File: config.mk
export PLATFORM = sky130hd
export DESIGN_NAME = sha256_serial_engine
export DESIGN_NICKNAME = d
export VERILOG_FILES = /design/src/rtl/sha256_pkg.sv /design/src/rtl/sha256_round.sv /design/src/rtl/sha256_serial_engine.sv
export SDC_FILE = /design/constraint.sdc
export NUM_CORES = 2
export LEC_CHECK = 0
export BUFFER_PORTS_ARGS = -buffer_cell sky130_fd_sc_hd__buf_2
export CAP_MARGIN = 5
export CORE_MARGIN = 3
export CORE_UTILIZATION = 62
export DETAILED_ROUTE_END_ITERATION = 12
export PLACE_DENSITY = 0.85
export SLEW_MARGIN = 20
export SYNTH_ARGS = -nofsm -noshare
export SYNTH_HDL_FRONTEND = slang
export SYNTH_SLANG_ARGS = --single-unit
File: constraint.sdc
create_clock -name clk -period 11.1 [get_ports clk]
set_clock_uncertainty 0.05 [all_clocks]
set_input_delay 1.11 -clock clk [delete_from_list [all_inputs] [get_ports clk]]
set_output_delay 1.11 -clock clk [all_outputs]
set_load 0.01 [all_outputs]
File: src/rtl/sha256_pkg.sv
// Shared SHA-256 definitions: FSM state type, initial hash values, round
// constants and the compression-function helper functions.
package sha256_pkg;

  typedef enum logic [1:0] {LOAD, ROUND, FINAL, SHIFT_OUT} state_t;

  localparam logic [255:0] IV256 = {
    32'h6a09e667, 32'hbb67ae85, 32'h3c6ef372, 32'ha54ff53a,
    32'h510e527f, 32'h9b05688c, 32'h1f83d9ab, 32'h5be0cd19
  };

  localparam logic [255:0] IV224 = {
    32'hc1059ed8, 32'h367cd507, 32'h3070dd17, 32'hf70e5939,
    32'hffc00b31, 32'h68581511, 32'h64f98fa7, 32'hbefa4fa4
  };

  localparam logic [31:0] K [0:63] = '{
    32'h428a2f98, 32'h71374491, 32'hb5c0fbcf, 32'he9b5dba5,
    32'h3956c25b, 32'h59f111f1, 32'h923f82a4, 32'hab1c5ed5,
    32'hd807aa98, 32'h12835b01, 32'h243185be, 32'h550c7dc3,
    32'h72be5d74, 32'h80deb1fe, 32'h9bdc06a7, 32'hc19bf174,
    32'he49b69c1, 32'hefbe4786, 32'h0fc19dc6, 32'h240ca1cc,
    32'h2de92c6f, 32'h4a7484aa, 32'h5cb0a9dc, 32'h76f988da,
    32'h983e5152, 32'ha831c66d, 32'hb00327c8, 32'hbf597fc7,
    32'hc6e00bf3, 32'hd5a79147, 32'h06ca6351, 32'h14292967,
    32'h27b70a85, 32'h2e1b2138, 32'h4d2c6dfc, 32'h53380d13,
    32'h650a7354, 32'h766a0abb, 32'h81c2c92e, 32'h92722c85,
    32'ha2bfe8a1, 32'ha81a664b, 32'hc24b8b70, 32'hc76c51a3,
    32'hd192e819, 32'hd6990624, 32'hf40e3585, 32'h106aa070,
    32'h19a4c116, 32'h1e376c08, 32'h2748774c, 32'h34b0bcb5,
    32'h391c0cb3, 32'h4ed8aa4a, 32'h5b9cca4f, 32'h682e6ff3,
    32'h748f82ee, 32'h78a5636f, 32'h84c87814, 32'h8cc70208,
    32'h90befffa, 32'ha4506ceb, 32'hbef9a3f7, 32'hc67178f2
  };

  function automatic logic [31:0] rotr(input logic [31:0] x, input int unsigned n);
    return (x >> n) | (x << (32 - n));
  endfunction

  function automatic logic [31:0] ch(input logic [31:0] e, input logic [31:0] f,
                                     input logic [31:0] g);
    return (e & f) ^ (~e & g);
  endfunction

  function automatic logic [31:0] maj(input logic [31:0] a, input logic [31:0] b,
                                      input logic [31:0] c);
    return (a & b) ^ (a & c) ^ (b & c);
  endfunction

  function automatic logic [31:0] big_sigma0(input logic [31:0] x);
    return rotr(x, 2) ^ rotr(x, 13) ^ rotr(x, 22);
  endfunction

  function automatic logic [31:0] big_sigma1(input logic [31:0] x);
    return rotr(x, 6) ^ rotr(x, 11) ^ rotr(x, 25);
  endfunction

  function automatic logic [31:0] small_sigma0(input logic [31:0] x);
    return rotr(x, 7) ^ rotr(x, 18) ^ (x >> 3);
  endfunction

  function automatic logic [31:0] small_sigma1(input logic [31:0] x);
    return rotr(x, 17) ^ rotr(x, 19) ^ (x >> 10);
  endfunction

endpackage

File: src/rtl/sha256_round.sv
// Combinational single SHA-256 round: working variables {a..h} packed MSB-first
// (a in [255:224]), plus the round's schedule word and constant.
module sha256_round
  import sha256_pkg::*;
(
  input  logic [255:0] vars_i,
  input  logic [31:0]  w_i,
  input  logic [31:0]  k_i,
  output logic [255:0] vars_o
);

  logic [31:0] a, b, c, d, e, f, g, h;
  logic [31:0] t1, t2;

  assign {a, b, c, d, e, f, g, h} = vars_i;
  assign t1 = h + big_sigma1(e) + ch(e, f, g) + k_i + w_i;
  assign t2 = big_sigma0(a) + maj(a, b, c);
  assign vars_o = {t1 + t2, a, b, c, d + t1, e, f, g};

endmodule

File: src/rtl/sha256_serial_engine.sv
// Serial SHA-256 engine: narrow beat load, 64-cycle compression, digest shift-out.
// Optional SHA-224 support is compiled in with macro SHA256_SERIAL_SHA224_EN.
module sha256_serial_engine
  import sha256_pkg::*;
#(
  parameter int IN_W  = 8,
  parameter int OUT_W = 8
) (
  input  logic             clk,
  input  logic             rst_n,
  input  logic             ena,
  input  logic             in_valid,
  input  logic [IN_W-1:0]  in_data,
  output logic             in_ready,
  input  logic             first_blk,
  input  logic             last_blk,
  output logic             out_valid,
  output logic [OUT_W-1:0] out_data,
  input  logic             out_ready,
  output logic             busy,
  input  logic             mode224
);

  localparam logic [8:0] IN_LAST     = 9'(512 / IN_W - 1);
  localparam logic [8:0] OUT_LAST256 = 9'(256 / OUT_W - 1);
  localparam logic [8:0] OUT_W9      = 9'(OUT_W);

  state_t       state_q, state_d;
  logic [8:0]   cnt_q, cnt_d;
  logic [511:0] blk_q, blk_d;
  logic [255:0] h_q, h_d, v_q, v_d, v_rnd, iv_sel;
  logic         last_q, last_d;
  logic         in_fire, out_fire, in_last, rnd_last, out_last;
  logic [31:0]  w_new;
  logic [7:0]   out_idx, out_msb;

  // One counter serves as beat index in LOAD, round index in ROUND and digest
  // beat index in SHIFT_OUT; every exit from those states returns it to zero.
  assign in_fire  = ena & in_valid & in_ready;
  assign out_fire = ena & out_valid & out_ready;
  assign in_last  = (cnt_q == IN_LAST);
  assign rnd_last = (cnt_q == 9'd63);

`ifdef SHA256_SERIAL_SHA224_EN
  localparam logic [8:0] OUT_LAST224 = 9'(224 / OUT_W - 1);
  logic mode_q, mode_d;

  assign iv_sel   = mode224 ? IV224 : IV256;
  assign out_last = (cnt_q == (mode_q ? OUT_LAST224 : OUT_LAST256));
  assign mode_d   = (in_fire && in_last && first_blk) ? mode224 : mode_q;

  always_ff @(posedge clk or negedge rst_n) begin
    if (!rst_n) mode_q <= 1'b0;
    else        mode_q <= mode_d;
  end
`else
  logic unused_mode;
  assign unused_mode = mode224;
  assign iv_sel      = IV256;
  assign out_last    = (cnt_q == OUT_LAST256);
`endif

  // Sliding 16-word schedule lives in the block register, W[t] in the top word.
  assign w_new = small_sigma1(blk_q[63:32]) + blk_q[223:192]
               + small_sigma0(blk_q[479:448]) + blk_q[511:480];

  sha256_round u_round (
    .vars_i (v_q),
    .w_i    (blk_q[511:480]),
    .k_i    (K[cnt_q[5:0]]),
    .vars_o (v_rnd)
  );

  always_ff @(posedge clk or negedge rst_n) begin
    if (!rst_n) state_q <= LOAD;
    else        state_q <= state_d;
  end

  always_comb begin
    state_d = state_q;
    case (state_q)
      LOAD:      if (in_fire && in_last) state_d = ROUND;
      ROUND:     if (ena && rnd_last) state_d = FINAL;
      FINAL:     if (ena) state_d = last_q ? SHIFT_OUT : LOAD;
      SHIFT_OUT: if (out_fire && out_last) state_d = LOAD;
      default:   state_d = LOAD;
    endcase
  end

  assign out_idx = 8'(cnt_q * OUT_W9);
  assign out_msb = 8'd255 - out_idx;

  always_comb begin
    in_ready  = 1'b0;
    out_valid = 1'b0;
    out_data  = '0;
    busy      = 1'b1;
    case (state_q)
      LOAD: begin
        in_ready = 1'b1;
        busy     = (cnt_q != '0);
      end
      SHIFT_OUT: begin
        out_valid = 1'b1;
        out_data  = h_q[out_msb -: OUT_W];
      end
      default: ;
    endcase
  end

  always_comb begin
    cnt_d  = cnt_q;
    blk_d  = blk_q;
    h_d    = h_q;
    v_d    = v_q;
    last_d = last_q;
    if (ena) begin
      case (state_q)
        LOAD: if (in_fire) begin
          blk_d = {blk_q[511-IN_W:0], in_data};
          cnt_d = in_last ? '0 : cnt_q + 9'd1;
          if (in_last) begin
            last_d = last_blk;
            h_d    = first_blk ? iv_sel : h_q;
            v_d    = h_d;
          end
        end
        ROUND: begin
          blk_d = {blk_q[479:0], w_new};
          v_d   = v_rnd;
          cnt_d = rnd_last ? '0 : cnt_q + 9'd1;
        end
        FINAL: begin
          for (int unsigned i = 0; i < 8; i++)
            h_d[32*i +: 32] = h_q[32*i +: 32] + v_q[32*i +: 32];
        end
        SHIFT_OUT: if (out_fire) cnt_d = out_last ? '0 : cnt_q + 9'd1;
        default: ;
      endcase
    end
  end

  always_ff @(posedge clk or negedge rst_n) begin
    if (!rst_n) begin
      cnt_q  <= '0;
      blk_q  <= '0;
      h_q    <= '0;
      v_q    <= '0;
      last_q <= 1'b0;
    end else begin
      cnt_q  <= cnt_d;
      blk_q  <= blk_d;
      h_q    <= h_d;
      v_q    <= v_d;
      last_q <= last_d;
    end
  end

endmodule

After elaboration in Yosys (flattened, before gate mapping)
Memory sizes are Yosys's and may differ from the RTL's.
Cells that the tools add are included.
{"block": "op_classes", "n_shift": 1, "n_addsub": 20, "n_reduce_logical": 14, "bitwise": 32, "eq_ne": 12, "mux": 24, "order_cmp": 1}
{"cell": "256-bit case mux with 2 select lines", "n": 2}
{"cell": "512-bit case mux with 2 select lines", "n": 1}
{"cell": "256-bit 2-to-1 mux", "n": 3}
{"cell": "32-bit adder", "n": 18}
{"cell": "512-bit 2-to-1 mux", "n": 1}
{"cell": "32-bit XOR", "n": 9}
{"cell": "263-bit by 9-bit variable part select with 8-bit output", "n": 1}
{"cell": "32-bit AND", "n": 5}
{"cell": "32-bit 2-to-1 mux", "n": 2}
{"cell": "9-bit 2-to-1 mux", "n": 4}
{"cell": "32-bit inverter", "n": 1}
{"cell": "10-bit by 32-bit OR with 32-bit output", "n": 1}
{"cell": "13-bit by 32-bit OR with 32-bit output", "n": 1}
{"cell": "14-bit by 32-bit OR with 32-bit output", "n": 1}
{"cell": "15-bit by 32-bit OR with 32-bit output", "n": 1}
{"cell": "19-bit by 32-bit OR with 32-bit output", "n": 1}
{"cell": "21-bit by 32-bit OR with 32-bit output", "n": 1}
{"cell": "25-bit by 32-bit OR with 32-bit output", "n": 1}
{"cell": "26-bit by 32-bit OR with 32-bit output", "n": 1}
{"cell": "30-bit by 32-bit OR with 32-bit output", "n": 1}
{"cell": "7-bit by 32-bit OR with 32-bit output", "n": 1}
{"cell": "32-bit by 22-bit XOR with 32-bit output", "n": 1}
{"cell": "32-bit by 29-bit XOR with 32-bit output", "n": 1}
{"cell": "9-bit case mux with 3 select lines", "n": 1}
{"cell": "21 further kinds", "n": 44}
{"block": "word_totals", "ff_bits": 1036, "romBits": 2048, "inputBits": 16, "out_inout_bits": 11, "memories": 1, "word_cells": 111}
{"name": "(no name shown)", "depth": 64, "word_bits": 32, "read_ports": 1, "rd_ports_with_merged_regs": 0, "write_ports": 0, "line_no": "sha256_serial_engine.sv:70", "text": ".k_i (K[cnt_q[5:0]]),"}

Depth between registers and ports, before layout
{"block": "depth", "ltp_word": 9, "depth_mapped": 44, "mapped_depth_nobuf": 40}

Modules after synthesis
Synthesis repeated with hierarchy kept, for this count alone.
{"block": "hier_totals", "hier_cells": 9558, "hier_area_um2": 78023.6}
{"module": "sha256_serial_engine", "seq_area_each_um2": 25924.9, "n_inst": 1, "area_each_um2": 66926.7, "cells_each": 8194}
{"module": "sha256_round", "seq_area_each_um2": 0.0, "n_inst": 1, "area_each_um2": 11096.9, "cells_each": 1364}

Worst setup path before layout
Ideal clock, no wire load.
{"block": "synth_timing", "path_kind": "register to register", "start": "register cnt_q[0]", "end": "register v_q[255]", "period_less_slack_ns": 8.299, "n_path_buf": 4, "path_stages_with_launch": 42, "path_slack_ns": 2.801, "setup_ns": 0.124, "required_ns": 10.926, "t_arrival_ns": 8.125, "cell_sequence": "dfrtp_1 clkbuf_1 clkbuf_1 inv_1 ha_1 clkbuf_1 nor2_1 nand2_1 a311oi_1 a21oi_1 a22oi_1 o311a_1 fa_1 inv_1 ha_1 a21o_1 a21oi_1 o21bai_1 [6 not listed] nand2b_1 xor2_1 inv_1 fa_1 inv_1 ha_1 clkbuf_1 o21ai_0 nand2b_1 a41o_1 or4_1 a31oi_1 o21bai_1 and3_4 o221a_4 xnor2_2 xnor2_1 o21ai_1"}
{"block": "synth_via", "elab_chain_cells": 8, "elab_cells_between_ends": 11, "cone_classes": "add/sub: 3; eq/ne: 2; mux: 3; bitwise: 1; reduce/logical: 1; memory: 1"}
{"item": "start: declaration", "line_no": "sha256_serial_engine.sv:29", "text": "logic [8:0] cnt_q, cnt_d;"}
{"item": "start signal: assignment", "line_no": "sha256_serial_engine.sv:151", "text": "cnt_q <= cnt_d;"}
{"item": "6-bit inverter with 7-bit output (implied by the code)", "line_no": "sha256_serial_engine.sv:70"}
{"item": "memory 64 x 32 bit"}
{"item": "32-bit 2-to-1 mux (implied by the code) (2 in series)", "line_no": "sha256_serial_engine.sv:70"}
{"item": "32-bit adder (2 in series)", "line_no": "sha256_round.sv:16", "text": "assign t1 = h + big_sigma1(e) + ch(e, f, g) + k_i + w_i;"}
{"item": "32-bit adder", "line_no": "sha256_round.sv:18", "text": "assign vars_o = {t1 + t2, a, b, c, d + t1, e, f, g};"}
{"item": "256-bit case mux with 2 select lines", "line_no": "sha256_serial_engine.sv:118", "text": "case (state_q)"}
{"item": "end signal: assignment", "line_no": "sha256_serial_engine.sv:154", "text": "v_q <= v_d;"}
{"item": "end: declaration", "line_no": "sha256_serial_engine.sv:31", "text": "logic [255:0] h_q, h_d, v_q, v_d, v_rnd, iv_sel;"}
Parallel ways exist; a longest one is shown, timed or not. The select of a mux whose other input is x is not followed.
A chain may end at the register's enable or synchronous reset.

Worst setup path in the final report
Same ends and word-level chain as after synthesis.

==> results_dict.tcl <==
set metrics [dict create \
    finalCriticalPeriod_ns 9.35 \
    min_path_type "input port to async pin" \
    critPathLaunch "cnt_q[0]" \
    period_share 0.843 \
    cts_buffer_depth 3 \
    postCtsHoldBufs 0 \
    r2r-start "cnt_q[0]" \
    final_nets 9421 \
    grt_max_degree 255 \
    synth_top_cells_by_area "dfrtp_1, nand2_1, ha_1" \
    grt-ovfl-total 0 \
    cp.required_ns 11.67 \
    relSlewSlack 0.170 \
    crit_family "compound AO/OA/AOI/OAI gates" \
    htreeDepth 3 \
    max_clock_freq_mhz 107 \
    die_area_um2 127000 \
    crit_top_cell "inv_1" \
    wl_per_cell_um 26.3 \
    netlist_area_um2 75900 \
    core_um2 121000 \
    hold_viol_final 0 \
    synth_top_area_share 0.342 \
    routed_via_density 6.69 \
    maxSlewViolCount 0 \
    grt_pass1_vias 67300 \
    crit_buf_inv 6 \
    synth.distinct_cells 103 \
    crit_path_max_fanout 17 \
    ant_nets 0 \
    ioPinCount 27 \
    via_count 70500 \
    status "completed" \
    syn_to_final_growth_pct 6.31 \
    critPathArrivalTime_ns 9.92 \
    clk_latency_ns 0.81 \
    track_usage 0.432 \
    startpoint_type "register" \
    die_y_um 356 \
    rsz0062_at_grt "no" \
    cts_root_buffer "clkbuf_16" \
    avgSynthCellArea_um2 8.24 \
    max_stage_delay_ns 0.64 \
    cts_buffers 114 \
    path_class "register to register" \
    layout-drive-gt1-share 0.0587 \
    drc 0 \
    ys_seq_area_frac 0.342 \
    setup_viol 0 \
    yosys.area.top_type "dfrtp_1" \
    endpoint_kind "register" \
    layout_commonest_cell "nand2_1" \
    worst_pin_slew_ns 1.24 \
    grt_antenna_before_repair 21 \
    die_x_um 356 \
    synth-seq-cells 1036 \
    yosysWarnings 0 \
    io_buffers 25 \
    synth_enable_flop_cells 0 \
    final_cell_mix "nand2_1, dfrtp_1, nor2_1, o21ai_0, a21oi_1" \
    first_pass_iters 9 \
    routed_wirelength_um 277000 \
    syn-num-nets 9826 \
    clk_pin_slew_ns 0.07 \
    cpMaxStageDelayCell "xor2_1" \
    post_cts_resized 0 \
    ys_async_sr_fraction 1.00 \
    dr.first_iter.drc_count 9324 \
    syn_inst 9216 \
    place_hpwl_um 196000 \
    rows 127 \
    timing.setup.tns_ns 0 \
    post_cts_buffers 0 \
    gp_congestion 1.06 \
    grt_pass1_wl_um 416000 \
    cts_sinks 1036 \
    synthFlopType "dfrtp_1" \
    cap_violations 0 \
    start_util 0.629 \
    cts_tree "yes" \
]
sequential cells by signal (all words and copies together) (netlist names):
signal   flops
state_q      2
v_q        256
h_q        256
blk_q      512
cnt_q        9
last_q       1
metrics by stage:
stage          hold slack (ns)  setup slack (ns)   util  instances  cell area (um^2)
2_1_floorplan            0.414              2.80      -       9216             75900
3_3_place_gp             0.438              1.78  0.635      10300             76600
3_5_place_dp             0.444              1.86  0.635      10300             76600
4_1_cts                  0.345              1.84  0.668      10500             80600
5_1_grt                  0.380              1.29  0.668      10500             80700
6_report                 0.302              1.75  0.668      10500             80700
area by class of cell:
| type | count | area (um^2) |
|---|---|---|
| Fill cell | 9830 | 40100 |
| Timing Repair Buffer | 130 | 1070 |
| Tap cell | 1612 | 2020 |
| Inverter | 501 | 1880 |
| Clock buffer | 155 | 3240 |
| Antenna cell | 14 | 35.0 |
| Clock inverter | 58 | 767 |
| Sequential cell | 1036 | 25900 |
| Multi-Input combinational cell | 7028 | 45800 |
cells by family (layout without fill, tap and decap cells):
family	after synthesis	after routing	share of synthesized area
mux	147	147	0.0339
xor+xnor	562	562	0.0651
compound gates	2581	2581	0.210
other cells	0	14	0
fa+ha+maj	597	597	0.118
simple gates	3141	3141	0.175
buf+inv	1152	844	0.0571
flops	1036	1036	0.342
metal layers:
metal | wire (um) | up-vias | global-route usage
met5 | 80 | - | 0
li1 | - | 31100 | -
met3 | 32000 | 1235 | 0.110
met4 | 27000 | 10 | 0.336
met1 | 101000 | 33700 | 0.546
met2 | 118000 | 4409 | 0.635
cells in the mapped netlist, types with 13 or more instances:
master    instances
nand2_1        1514
clkbuf_1        574
a22oi_1          13
a31oi_1         546
inv_1           494
a21o_1          201
o31ai_1          34
o21bai_1         41
nand3_1          85
o311ai_0         13
nor2_1          965
a211oi_1         62
mux2i_1          30
a22o_1           17
mux2_2           31
nor2b_1          61
buf_1            69
and2_1           16
mux4_2           85
or2_2            16
xor2_1          231
fa_1            195
o22ai_1          30
and3_1          127
o211ai_1         46
ha_1            399
nand4_1          30
a211o_1          16
nor3_1           90
a21oi_1         569
o22a_1           22
o21a_1           71
nor3b_1          14
or3_1           123
a221oi_1         43
nand2b_1         65
o21ai_1          20
o21ai_0         695
dfrtp_1        1036
xnor2_1         329
worst paths after layout:
| kind | to | cells past startpoint | slack (ns) |
|---|---|---|---|
| setup / recovery | v_q[255] | 37 | 1.75 |
| hold / removal | h_q[216] | 1 | 0.30 |
| setup reg to reg | v_q[255] | 37 | 1.75 |
| hold reg to reg | cnt_q[8] | 1 | 0.45 |
| max in group asynchronous | v_q[111] | 4 | 8.22 |
| min in group clk | cnt_q[8] | 1 | 0.45 |
worst register-to-register path: cells and delay by family, from the launching register on:
kind                       cells  cell delay [ns]
DFF                            1             0.61
AOI/OAI and AO/OA             15             2.93
buffers and inverters          6             0.75
and+or+nand+nor                6             1.14
adders and majority gates      7             2.80
xor gates and xnor gates       3             0.95
Power is left out: the tool's default activity adds up to more than one toggle a clock period on the data nets, which glitch-free logic cannot reach.
